$ cat config.mk
export PLATFORM = sky130hd
export DESIGN_NAME = usb_apb_master
export DESIGN_NICKNAME = d
export VERILOG_FILES = /design/src/rtl/usb_apb_pkg.sv /design/src/rtl/usb_apb_master.sv
export SDC_FILE = /design/constraint.sdc
export NUM_CORES = 1
export LEC_CHECK = 0
export BUFFER_PORTS_ARGS = -buffer_cell sky130_fd_sc_hd__buf_2
export CORE_MARGIN = 3
export CORE_UTILIZATION = 35
export CTS_BUF_LIST = sky130_fd_sc_hd__clkbuf_8 sky130_fd_sc_hd__clkbuf_16
export CTS_CLUSTER_DIAMETER = 200
export CTS_CLUSTER_SIZE = 10
export DETAILED_ROUTE_END_ITERATION = 16
export GPL_TIMING_DRIVEN = 0
export PLACE_DENSITY = 0.67
export SKIP_CTS_REPAIR_TIMING = 1
export SLEW_MARGIN = 15
export SYNTH_ARGS = -nofsm -noshare
export SYNTH_HDL_FRONTEND = slang
export SYNTH_SLANG_ARGS = --single-unit
$ cat constraint.sdc
create_clock -name clk -period 1.4 [get_ports clk]
set_input_delay 0.14 -clock clk [delete_from_list [all_inputs] [get_ports clk]]
set_output_delay 0.14 -clock clk [all_outputs]
set_load 0.05 [all_outputs]
$ cat src/rtl/usb_apb_pkg.sv
// Shared types and constants for the USB register-bus APB3 initiator.
package usb_apb_pkg;

  localparam int APB_ADDR_W = 40;
  localparam int APB_DATA_W = 32;

  // Read data returned when a transfer is abandoned for lack of pready.
  localparam logic [31:0] APB_TIMEOUT_RDATA = 32'hFFFF_FFFF;

  typedef enum logic [1:0] {
    IDLE,
    SETUP,
    ACCESS,
    RESP
  } apb_mst_state_t;

endpackage

$ cat src/rtl/usb_apb_master.sv
// APB3 initiator: one valid/ready command becomes one SETUP/ACCESS transfer, answered on a response stream.
// Optional ACCESS timeout is compiled in with `define USB_APB_MASTER_TIMEOUT_EN.
module usb_apb_master
  import usb_apb_pkg::*;
#(
  parameter int ADDR_W         = APB_ADDR_W,
  parameter int DATA_W         = APB_DATA_W,
  parameter int TIMEOUT_CYCLES = 256
) (
  input  logic              clk,
  input  logic              reset_n,
  input  logic              cmd_valid,
  output logic              cmd_ready,
  input  logic              cmd_write,
  input  logic [ADDR_W-1:0] cmd_addr,
  input  logic [DATA_W-1:0] cmd_wdata,
  output logic              rsp_valid,
  input  logic              rsp_ready,
  output logic [DATA_W-1:0] rsp_rdata,
  output logic              rsp_err,
  output logic              busy,
  output logic              psel,
  output logic              penable,
  output logic [ADDR_W-1:0] paddr,
  output logic              pwrite,
  output logic [DATA_W-1:0] pwdata,
  input  logic [DATA_W-1:0] prdata,
  input  logic              pready,
  input  logic              pslverr
);

  if (TIMEOUT_CYCLES < 2) begin : g_bad_timeout
    $error("usb_apb_master: TIMEOUT_CYCLES must be at least 2");
  end

  apb_mst_state_t    r_state;
  apb_mst_state_t    w_next_state;
  logic              w_accept;
  logic              w_done;
  logic              w_abort;

  logic              r_cmd_ready;
  logic              r_psel;
  logic              r_penable;
  logic [ADDR_W-1:0] r_paddr;
  logic              r_pwrite;
  logic [DATA_W-1:0] r_pwdata;
  logic              r_rsp_valid;
  logic [DATA_W-1:0] r_rsp_rdata;
  logic              r_rsp_err;

  assign w_accept = cmd_valid & r_cmd_ready;
  assign w_done   = (r_state == ACCESS) & pready;

`ifdef USB_APB_MASTER_TIMEOUT_EN
  localparam int TO_W = $clog2(TIMEOUT_CYCLES);

  logic [TO_W-1:0] r_to_cnt;

  always_ff @(posedge clk or negedge reset_n) begin
    if (!reset_n) begin
      r_to_cnt <= '0;
    end else if (r_state == SETUP) begin
      r_to_cnt <= '0;
    end else if ((r_state == ACCESS) && !pready) begin
      r_to_cnt <= r_to_cnt + 1'b1;
    end
  end

  // A completer answering in the final allowed cycle still wins over the abort.
  assign w_abort = (r_state == ACCESS) && !pready &&
                   (r_to_cnt == TO_W'(TIMEOUT_CYCLES - 1));
`else
  assign w_abort = 1'b0;
`endif

  // NOTE: sequential state uses non-blocking assignments so every flop samples pre-edge values.
  always_ff @(posedge clk or negedge reset_n) begin
    if (!reset_n) begin
      r_state <= IDLE;
    end else begin
      r_state <= w_next_state;
    end
  end

  // NOTE: next state is defaulted before the case so no path can infer a latch.
  always_comb begin
    w_next_state = r_state;
    unique case (r_state)
      IDLE:    if (w_accept) w_next_state = SETUP;
      SETUP:   w_next_state = ACCESS;
      ACCESS:  if (w_done || w_abort) w_next_state = RESP;
      RESP:    if (rsp_ready) w_next_state = IDLE;
      default: w_next_state = IDLE;
    endcase
  end

  // Every bus-facing output is a flop driven from the next state, so nothing on cmd_* reaches p* in the same cycle.
  always_ff @(posedge clk or negedge reset_n) begin
    if (!reset_n) begin
      r_cmd_ready <= 1'b0;
      r_psel      <= 1'b0;
      r_penable   <= 1'b0;
      r_paddr     <= '0;
      r_pwrite    <= 1'b0;
      r_pwdata    <= '0;
      r_rsp_valid <= 1'b0;
      r_rsp_rdata <= '0;
      r_rsp_err   <= 1'b0;
    end else begin
      r_cmd_ready <= (w_next_state == IDLE);
      r_psel      <= (w_next_state == SETUP) || (w_next_state == ACCESS);
      r_penable   <= (w_next_state == ACCESS);
      r_rsp_valid <= (w_next_state == RESP);

      if (w_accept) begin
        r_paddr  <= cmd_addr & ~ADDR_W'(3);
        r_pwrite <= cmd_write;
        r_pwdata <= cmd_write ? cmd_wdata : '0;
      end

      if (w_done) begin
        r_rsp_rdata <= r_pwrite ? '0 : prdata;
        r_rsp_err   <= pslverr;
      end else if (w_abort) begin
        r_rsp_rdata <= DATA_W'(APB_TIMEOUT_RDATA);
        r_rsp_err   <= 1'b1;
      end
    end
  end

  assign cmd_ready = r_cmd_ready;
  assign psel      = r_psel;
  assign penable   = r_penable;
  assign paddr     = r_paddr;
  assign pwrite    = r_pwrite;
  assign pwdata    = r_pwdata;
  assign rsp_valid = r_rsp_valid;
  assign rsp_rdata = r_rsp_rdata;
  assign rsp_err   = r_rsp_err;
  assign busy      = (r_state != IDLE);

endmodule

==> reports/qor.yml <==
outcome: "finished clean"
pwr_density_cell_nw_per_um2: 2870
rows: 40
synth-xor-area-share: 0
r2r_end: "paddr[14]"
antenna_found_initial: 0
clock_path_buffers: 2
dp_cells: 770
nets: 736
leakage_nw: 3.21
die_h_um: 118
grt_max_degree: 60
clockRootBuffer: "clkbuf_16"
io_pins: 222
period_share: 0.965
synth_warnings: 0
vias: 3542
utilization: 0.506
power.total_mw: 17.6
core_area_um2: 12100
synth-adder-area-share: 0.00856
cts.sinks: 110
holdCritStartpoint: "cmd_addr[2]"
post_route_cells_drive_above_1_share: 0.485
fin_skew_ps: 8.41
vdd_drop_max_uv: 1250
wirelength_um: 11200
design_area_um2: 6130
arrival_ps: 1580
whs_endpoint: "paddr[2]"
hold_depth: 2
antenna_cells: 0
r2r_cells: 4
finalHoldViolCount: 0
h-tree-depth: 3
hold_class: "primary input to flip-flop"
synth-compound-area-share: 0.0771
synth_cells: 384
syn_area_per_cell_um2: 11.4
io_buffers: 216
rrSetupSlack_ps: 50
r2r_start: "cmd_ready"
synth_mux_area_frac: 0.107
dr.pass1.iters: 6
grt_first_pass_wirelength_um: 17900
crit_type: "flip-flop to flip-flop"
start_util: 0.362
first_global_vias: 3589
yosysUniqueCellTypes: 20
dpl_cell_area_um2: 5730
worstSkewPairLatency_ps: 340
synth_top_family_by_area: "simple AND/OR/NAND/NOR gates"
max_freq_mhz: 740
synth-simple-area-share: 0.137
numCtsBuffers: 9
nFillCells: 1148
vias_per_cell: 4.46
syn_area_um2: 4380
cp-end-kind: "flip-flop"
hpwlAfterDp_um: 8590
clk_pin_slew_ps: 70
path_max_fanout: 10
critical_path_required_ps: 1620
ys_seq_area_frac: 0.628
slew_violations: 0
syn_to_final_growth_pct: 39.8
drtIter0Drc: 171
die_x_um: 118
rsz0062_at_grt: "no"
setup_viol: 0
gp_congestion: 0.794
grt_overflow: 0
startpoint_type: "flip-flop"
drc_errors: 0
die-area_um2: 13900
yosys_register_bits: 110
fin_cells: 795
tritoncts: "done"
cap_violations: 0
globalRouteTotalUtil: 0.159
wl_per_cell_um: 14.0
ant_nets: 0
fin_crit_ps: 1350
worst max path at each step:
stage | start | end | slack, ps | cells past startpoint
after global routing | cmd_ready | pwdata[7] | 0.05 | 4
after floorplan | cmd_ready | psel | -40 | 5
after detailed placement | cmd_ready | psel | 5 | 5
final | cmd_ready | paddr[14] | 50 | 4
after global placement | reset_n | cmd_ready | -1200 | 1
after CTS | r_state[1] | busy | -60 | 2
power breakdown:
part | switching (mW) | internal [mW]
clock network | 1.16 | 1.27
logic | 7.25 | 2.51
registers | 0.754 | 4.67
worst max-delay path: stages (launching register included):
cell	delay [ps]
dfrtp_2	450
nand2_8	90
buf_12	100
buf_2	220
mux2_2	360
routing by layer:
metal  track usage  up-vias  wire length [um]
met2         0.261      146              5410
met1         0.194     1644              4640
met3        0.0413       24               747
met4        0.0791        0               364
li1              -     1728                 -
met5             0        -                 0
cell usage after synthesis:
master | n | area share
clkbuf_1 | 7 | 0.0060
nand2_1 | 97 | 0.083
ha_1 | 3 | 0.0086
nand3b_1 | 1 | 0.0017
o21ai_0 | 51 | 0.058
conb_1 | 1 | 0.00086
nand2_2 | 1 | 0.0014
nand2b_1 | 32 | 0.046
o21ai_1 | 15 | 0.017
nor2b_1 | 2 | 0.0029
o21a_1 | 1 | 0.0017
mux2_2 | 35 | 0.090
dfrtp_1 | 110 | 0.63
buf_2 | 10 | 0.011
or2_2 | 1 | 0.0014
inv_1 | 1 | 0.00086
mux2_4 | 5 | 0.017
buf_6 | 7 | 0.018
buf_4 | 3 | 0.0051
nand3_1 | 1 | 0.0011
layout make-up:
type	instances	area (um^2)	share of cell area
plain buffers	26	179	0.0292
clock buffers	10	239	0.0390
clock inverters	6	46.3	0.00755
inverters	1	3.75	0.000612
multi-input cells	247	1470	0.240
flip-flops and latches	110	2750	0.449
well taps	168	210	0.0343
repair buffers	227	1230	0.200
stage by stage:
stage	TNS, ps	worst slack (ps)	hold slack, ps
CTS	-67.0	-60.6	-256
floorplan	-39.4	-39.4	-156
global route	0	0.0511	8.77
global placement	-111550	-1200	371
detailed placement	0	4.89	119
finish	0	48.4	22.0
cells in the final DEF, fill, tap and decap left out, drive strengths merged:
| master | count |
|---|---|
| conb | 2 |
| ha | 3 |
| o21ai | 66 |
| inv | 2 |
| clkinvlp | 2 |
| nand3b | 1 |
| dlygate4sd3 | 1 |
| clkinv | 3 |
| nand2b | 32 |
| clkbuf | 18 |
| dfrtp | 110 |
| or2 | 1 |
| mux2 | 40 |
| buf | 244 |
| nand3 | 1 |
| nand2 | 98 |
| nor2b | 2 |
| o21a | 1 |
flip-flops by register name, summed over array words and instances (netlist names):
register and count:
paddr 38, psel 1, rsp_rdata 32, pwrite 1, penable 1, rsp_valid 1, cmd_ready 1, pwdata 32
r_state 2, rsp_err 1
cells by family (layout without fill, tap and decap cells):
group                      Yosys count  count (layout)
and+or+nand+nor                    135             135
DFF                                110             110
AOI/OAI and AO/OA                   67              67
muxes                               40              40
buffers and inverters               28             270
adders and majority gates            3               3
other                                1               2
Power figures use the tool's default switching activity.
